$ cat config.mk
export PLATFORM = sky130hd
export DESIGN_NAME = count_sequencer_flat
export DESIGN_NICKNAME = d
export VERILOG_FILES = /design/src/rtl/counter_pkg.sv /design/src/rtl/count_sequencer_if.sv /design/src/rtl/tff_up_counter.sv /design/src/rtl/count_sequencer.sv /design/src/flat_wrapper.sv
export SDC_FILE = /design/constraint.sdc
export NUM_CORES = 1
export LEC_CHECK = 0
export ABC_CLOCK_PERIOD_IN_PS = 1500
export CORE_MARGIN = 2
export CORE_UTILIZATION = 39
export DETAILED_ROUTE_END_ITERATION = 8
export GPL_ROUTABILITY_DRIVEN = 0
export PLACE_DENSITY = 0.71
export SLEW_MARGIN = 20
export SYNTH_ARGS = -nofsm -noshare
export SYNTH_HDL_FRONTEND = slang
export SYNTH_SLANG_ARGS = --single-unit
$ cat constraint.sdc
create_clock -name CLK -period 1.5 [get_ports CLK]
set_clock_uncertainty 0.05 [all_clocks]
set_input_delay 0.3 -clock CLK [delete_from_list [all_inputs] [get_ports CLK]]
set_output_delay 0.3 -clock CLK [all_outputs]
set_load 0.1 [all_outputs]
$ cat src/rtl/counter_pkg.sv
// Shared types and defaults for the up-counter datapath and its sequencer.
package counter_pkg;

  localparam int CNT_WIDTH_DEFAULT = 4;

  typedef enum logic {
    IDLE = 1'b0,
    RUN  = 1'b1
  } seq_state_t;

endpackage

$ cat src/rtl/count_sequencer_if.sv
// Command channel into the sequencer: a (target, mode) pair with valid/ready.
interface count_sequencer_if
  import counter_pkg::*;
#(
  parameter int WIDTH = CNT_WIDTH_DEFAULT
);

  logic             cmd_valid;
  logic             cmd_ready;
  logic [WIDTH-1:0] cmd_target;
  logic             cmd_period;

  modport master (
    output cmd_valid,
    output cmd_target,
    output cmd_period,
    input  cmd_ready
  );

  modport slave (
    input  cmd_valid,
    input  cmd_target,
    input  cmd_period,
    output cmd_ready
  );

endinterface

$ cat src/rtl/tff_up_counter.sv
// Up counter built from toggle flip-flops with an AND carry chain.
// Bit n toggles when up_en is high and every lower bit is already 1.
module tff_up_counter #(
  parameter int WIDTH = 4
) (
  input  logic             CLK,
  input  logic             clear_b,
  input  logic             up_en,
  input  logic             sclr,
  output logic [WIDTH-1:0] q
);

  logic [WIDTH-1:0] t;

  // Toggle enables: bit 0 follows up_en, higher bits need all lower bits set.
  assign t[0] = up_en;

  for (genvar i = 1; i < WIDTH; i++) begin : g_carry
    assign t[i] = up_en & (&q[i-1:0]);
  end

  // Toggle register; synchronous clear wins over counting.
  always_ff @(posedge CLK or negedge clear_b) begin
    if (!clear_b) begin
      q <= '0;
    end else if (sclr) begin
      q <= '0;
    end else begin
      q <= q ^ t;
    end
  end

endmodule

$ cat src/rtl/count_sequencer.sv
// Command-driven controller for the T-FF up counter: accepts a (target, mode)
// command, gates the counter's up-enable, and pulses done on terminal count.
module count_sequencer
  import counter_pkg::*;
#(
  parameter int WIDTH = CNT_WIDTH_DEFAULT
) (
  input  logic             CLK,
  input  logic             clear_b,
  count_sequencer_if.slave cmd,
  input  logic             pause,
  input  logic             abort,
  output logic             busy,
  output logic             done,
  output logic [WIDTH-1:0] count
);

  seq_state_t       state;
  logic [WIDTH-1:0] target_q;
  logic             period_q;
  logic             up_en;
  logic             sclr;
  logic             terminal;

  assign terminal      = (count == target_q);
  assign cmd.cmd_ready = (state == IDLE);
  assign busy          = (state == RUN);

  // Counter control: clear on accept, abort or terminal; count otherwise unless paused.
  always_comb begin
    up_en = 1'b0;
    sclr  = 1'b0;
    case (state)
      IDLE: begin
        if (cmd.cmd_valid) begin
          sclr = 1'b1;
        end
      end
      RUN: begin
        if (abort) begin
          sclr = 1'b1;
        end else if (!pause) begin
          if (terminal) begin
            sclr = 1'b1;
          end else begin
            up_en = 1'b1;
          end
        end
      end
      default: begin
        sclr = 1'b1;
      end
    endcase
  end

  // Sequencer FSM with command registers and the registered done pulse.
  always_ff @(posedge CLK or negedge clear_b) begin
    if (!clear_b) begin
      state    <= IDLE;
      target_q <= '0;
      period_q <= 1'b0;
      done     <= 1'b0;
    end else begin
      done <= 1'b0;
      case (state)
        IDLE: begin
          if (cmd.cmd_valid) begin
            target_q <= cmd.cmd_target;
            period_q <= cmd.cmd_period;
            state    <= RUN;
          end
        end
        RUN: begin
          if (abort) begin
            state <= IDLE;
          end else if (!pause && terminal) begin
            done <= 1'b1;
            if (!period_q) begin
              state <= IDLE;
            end
          end
        end
        default: begin
          state <= IDLE;
        end
      endcase
    end
  end

  tff_up_counter #(
    .WIDTH (WIDTH)
  ) u_counter (
    .CLK     (CLK),
    .clear_b (clear_b),
    .up_en   (up_en),
    .sclr    (sclr),
    .q       (count)
  );

endmodule

$ cat src/flat_wrapper.sv
// flat-port wrapper written by rule: the top's interface ports become plain ports
module count_sequencer_flat import counter_pkg::*;
#(
  parameter int WIDTH = CNT_WIDTH_DEFAULT
)
  (CLK, clear_b, pause, abort, busy, done, count, cmd_cmd_valid, cmd_cmd_target, cmd_cmd_period, cmd_cmd_ready);
  count_sequencer_if #(.WIDTH(WIDTH)) cmd_i ();
  input  logic CLK;
  input  logic clear_b;
  input  logic pause;
  input  logic abort;
  output logic busy;
  output logic done;
  output logic [WIDTH-1:0] count;
  input wire logic [$bits(cmd_i.cmd_valid)-1:0] cmd_cmd_valid;
  input wire logic [$bits(cmd_i.cmd_target)-1:0] cmd_cmd_target;
  input wire logic [$bits(cmd_i.cmd_period)-1:0] cmd_cmd_period;
  output wire logic [$bits(cmd_i.cmd_ready)-1:0] cmd_cmd_ready;
  assign cmd_i.cmd_valid = cmd_cmd_valid;
  assign cmd_i.cmd_target = cmd_cmd_target;
  assign cmd_i.cmd_period = cmd_cmd_period;
  assign cmd_cmd_ready = cmd_i.cmd_ready;
  count_sequencer #(.WIDTH(WIDTH)) u_core (.CLK(CLK), .clear_b(clear_b), .cmd(cmd_i), .pause(pause), .abort(abort), .busy(busy), .done(done), .count(count));
endmodule
======== Yosys cells after proc, flatten, opt, wreduce, memory -nomap -nowiden ========
Cells that the tools add are included.
W data, S select, Z words.
storage, ports and cells
  register bits after elaboration ......... 11
  input bits .............................. 10
  output and inout bits ................... 7
cells by class
  equal/unequal tests ..................... 1
  muxes and demuxes ....................... 17
  bitwise logic cells ..................... 5
  reductions and logical operators ........ 5
operator list
  operator             number
  $mux W1              14
  $eq A4 B4 Y1         1
  $mux W4              1
  $pmux W1 S2          2
  $reduce_and A2 Y1    2
  $xor A4 B4 Y4        1
  $and A1 B1 Y1        3
  $reduce_and A3 Y1    1
  $logic_and A1 B1 Y1  1
  $logic_not A1 Y1     1
  $not A1 Y1           1

======== Logic depth before layout (Yosys ltp) ========
  depth in word-level cells ............... 8
  mapped depth ............................ 7
  depth with buffers taken out ............ 7

======== Hierarchy ========
A second synthesis with hierarchy kept.
unflattened totals
  cell total of the unflattened synthesis .. 45
  area total of the unflattened synthesis .. 539.3 um^2
modules (own cells, without submodules)
  module           instances  cells each  area an instance (um^2)
  count_sequencer  1          29          354.1
  tff_up_counter   1          16          185.2

======== Least setup slack after synthesis ========
OpenSTA, ideal clock, no wires.
  path type ............................... register to register
  start point ............................. register u_core.state (netlist: u_core.busy)
  end point ............................... register u_core.done
  library setup time ...................... 0.108 ns
  arrival time ............................ 2.015 ns
  data required time ...................... 1.342 ns
  setup slack ............................. -0.673 ns
  stages on the path, launching flop included .. 3
  path buffers ............................ 0
  period minus slack after synthesis ...... 2.173 ns
  cells stage by stage .................... dfrtp_1 > inv_1 > nor4_1
on the way
  cells in the longest elaborated chain, start to end .. 1
ends and longest elaborated chain
  item                    RTL line               RTL
  start, declared         count_sequencer.sv:18  seq_state_t state;
  start signal, assigned  count_sequencer.sv:59  state <= IDLE;
  start signal, assigned  count_sequencer.sv:70  state <= RUN;
  start signal, assigned  count_sequencer.sv:75  state <= IDLE;
  $mux W1                 count_sequencer.sv:65  case (state)
  end signal, assigned    count_sequencer.sv:62  done <= 1'b0;
  end signal, assigned    count_sequencer.sv:64  done <= 1'b0;
  end signal, assigned    count_sequencer.sv:77  done <= 1'b1;
  end, declared           count_sequencer.sv:14  output logic done,
Every way passes these cells.
A chain may end at the register's enable or synchronous reset.

======== Worst setup path in the final report ========
  start point ............................. register u_core.u_counter.q[2]
  end point ............................... register u_core.u_counter.q[1]
on the way
  cells in the longest elaborated chain, start to end .. 8
  elaborated cells between the ends (all ways) .. 12
  those cells by class .................... 1 x eq/ne; 9 x mux; 2 x bitwise
ends and longest elaborated chain
  item                    RTL line               RTL
  start, declared         tff_up_counter.sv:10   output logic [WIDTH-1:0] q
  start signal, assigned  tff_up_counter.sv:29   q <= q ^ t;
  $eq A4 B4 Y1 *          count_sequencer.sv:25  assign terminal = (count == target_q);
  $mux W1                 count_sequencer.sv:43  if (terminal) begin
  $mux W1                 count_sequencer.sv:42  end else if (!pause) begin
  $mux W1                 count_sequencer.sv:40  if (abort) begin
  $mux W1                 count_sequencer.sv:33  case (state)
  $and A1 B1 Y1           tff_up_counter.sv:19   assign t[i] = up_en & (&q[i-1:0]);
  $xor A4 B4 Y4           tff_up_counter.sv:29
  $mux W4 *               tff_up_counter.sv:26   end else if (sclr) begin
Mark *: on every way between the ends. The rest lies on a longest branch, timed or not.

==> results_dict.tcl <==
set metrics [dict create \
    leakagePower_nw 0.400 \
    status "finished with violations" \
    hold_class "primary input to asynchronous set/reset pin" \
    syn_nets 61 \
    grt_pass1_wl_um 2130 \
    yosysSeqAreaShare_pct 50.3 \
    setup_viol 2 \
    diodes 0 \
    power.share.clock_pct 19.5 \
    ys.warnings.count 0 \
    synth_edf_count 0 \
    num-nets-final 92 \
    synth_compound_area_share_pct 9.84 \
    clk_path_buf_depth 2 \
    synthDominantCellAreaShare_pct 50.3 \
    async_flop_share_pct 100 \
    grt_use_total_pct 16.8 \
    dr.first_iter.drc_count 6 \
    cp.arrival_ps 1690 \
    final_area_um2 971 \
    placed_area_um2 926 \
    synth.distinct_cells 21 \
    viasPerCell 5.11 \
    dp_hpwl_um 908 \
    grt_pass1_vias 476 \
    portBuffers 16 \
    clockRootBuffer "clkbuf_4" \
    setup_tns_ps -72.4 \
    layout_min_cycle_time_ps 1550 \
    switching_power_uw 375 \
    synth-seq-cells 11 \
    clock_latency_ps 270 \
    swShare_pct 36.1 \
    antenna_found_initial 0 \
    period_share_pct 104 \
    cts_tree "built" \
    synthTopCellsByArea "dfrtp_1 50%, mux2_2 10%, xnor2_1 6.4%" \
    ys_top_cells_by_count "11 x dfrtp_1, 5 x mux2_2, 5 x nor2_1, 4 x a21oi_1, 4 x xnor2_1" \
    synth_xor_area_share_pct 9.38 \
    power_mw 1.04 \
    yosysMostFrequentCell "dfrtp_1" \
    drt-wirelength-per-cell_um 14.1 \
    tightest_slew_ps 213 \
    yosysTopAreaCell "dfrtp_1" \
    yosys.area_share.simple_pct 15.6 \
    initial_core_util_pct 42.0 \
    rsz0062_at_grt "true" \
    seqPwrFrac_pct 38.4 \
    intPower_uw 662 \
    ant_nets 0 \
    drv_slew 0 \
    hold_violations 0 \
    core_mm2 0.00130 \
    syn_area_um2 547 \
    utilization_pct 74.6 \
    crit_path_end_kind "flop" \
    drc_errors 0 \
    wl_um 1340 \
    synthAdderAreaFrac_pct 2.29 \
    max_freq_mhz 644 \
    syn2layout_area_growth_pct 77.6 \
    clkTransAtPathRegs_ps 70 \
    synthFlopType "dfrtp_1" \
    first_pass_iters 4 \
    dp.cells 92 \
    syn_area_per_cell_um2 10.9 \
    synth_top_family_by_area "simple AND/OR/NAND/NOR gates" \
    drive_above_1_share_pct 55.0 \
    violations "setup timing" \
    synth_mux_area_share_pct 10.3 \
    cts_buffers 3 \
    via_count 485 \
    maxCapViolations 0 \
    required_ps 1640 \
    worst-path-max-fanout 2 \
    die_x_um 41.4 \
    grt_overflow 0 \
    slew_headroom_pct 85.7 \
    clock-sinks 11 \
    p_per_area_mw_per_mm2 1070 \
    cp-start-kind "flop" \
    ioPinCount 17 \
    vdd_drop_max_v 0.000782 \
    power_frac_comb_pct 42.0 \
    die_h_um 41.4 \
    fin_cells 95 \
    hold_slack_ps 280 \
    htree_levels 1 \
    crit_type "flop to flop" \
    place_ws_ps -166 \
    finalWorstSetupSlack_ps -53.8 \
    dieArea_mm2 0.00172 \
    rows 13 \
    synth_cells 50 \
    grt_max_degree 12 \
]
[state kept, by name (all words and copies together), names as in the netlist]
name                count
u_core.busy             1
u_core.u_counter.q      4
u_core.period_q         1
u_core.target_q         4
u_core.done             1
[layout make-up]
| cell class | count | area [um^2] |
|---|---|---|
| Inverter | 2 | 11.3 |
| Multi-Input combinational cell | 36 | 308 |
| Tap cell | 15 | 18.8 |
| Timing Repair Buffer | 27 | 313 |
| Fill cell | 88 | 330 |
| Clock buffer | 4 | 26.3 |
| Sequential cell | 11 | 294 |
[power by group through the flow]
stage                     sequential (mW)  combinational (mW)  clock [mW]
final                               0.398               0.436       0.202
after CTS                           0.399               0.420       0.212
after global routing                0.404               0.459       0.223
after detailed placement            0.396               0.435           0
after floorplan                     0.470               0.188           0
after global placement              0.395               0.428           0
[placed cells by master, fill, tap and decap left out, drive strengths merged]
cell,count
clkinvlp,1
dfrtp,11
a21boi,1
ha,1
inv,1
xnor2,5
nor2b,1
mux2,5
nor4,1
a21oi,4
nor3,2
clkdlybuf4s50,9
a21o,1
o21ai,3
nand2,4
and2b,1
clkbuf,4
nand3,1
buf,18
nand4,1
nor2,5
[final timing paths]
path,startpoint,to,slack [ps],cells after the start
max,u_core.u_counter.q[2],u_core.u_counter.q[1],-50,7
min,clear_b,u_core.u_counter.q[1],280,2
min in group CLK,u_core.period_q,u_core.period_q,470,1
min reg2reg,u_core.period_q,u_core.period_q,470,1
max reg2reg,u_core.u_counter.q[2],u_core.u_counter.q[1],-50,7
max in group asynchronous,clear_b,u_core.busy,950,2
[routing by layer]
| metal | vias up | routed length [um] | track usage [%] |
|---|---|---|---|
| met5 | - | 0 | 0 |
| met4 | 0 | 10 | 11.6 |
| met3 | 2 | 65 | 3.48 |
| met2 | 14 | 686 | 24.7 |
| met1 | 238 | 579 | 21.8 |
| li1 | 231 | - | - |
[critical path, cell delays in order (launching register included)]
cell	delay (ps)
dfrtp_4	500
xnor2_2	190
nand4_2	150
nand2_2	110
nor2_2	50
ha_4	170
xnor2_2	130
a21oi_1	130
[logic make-up (layout without fill, tap and decap cells)]
logic type / after synthesis / in the layout
compound gates: 9 / 9
xor+xnor: 5 / 5
fa+ha+maj: 1 / 1
buf+inv: 3 / 33
flops: 11 / 11
mux: 5 / 5
simple gates: 16 / 16
[repair_timing]
action | 4_1_cts | 5_1_grt
setup endpoints to repair | 1 | 2
setup buffers | 0 | 0
gates resized for setup | 0 | 5
hold buffers | 0 | 0
pin swaps | 0 | 5
No activity file was read; power rests on OpenSTA's default activity.
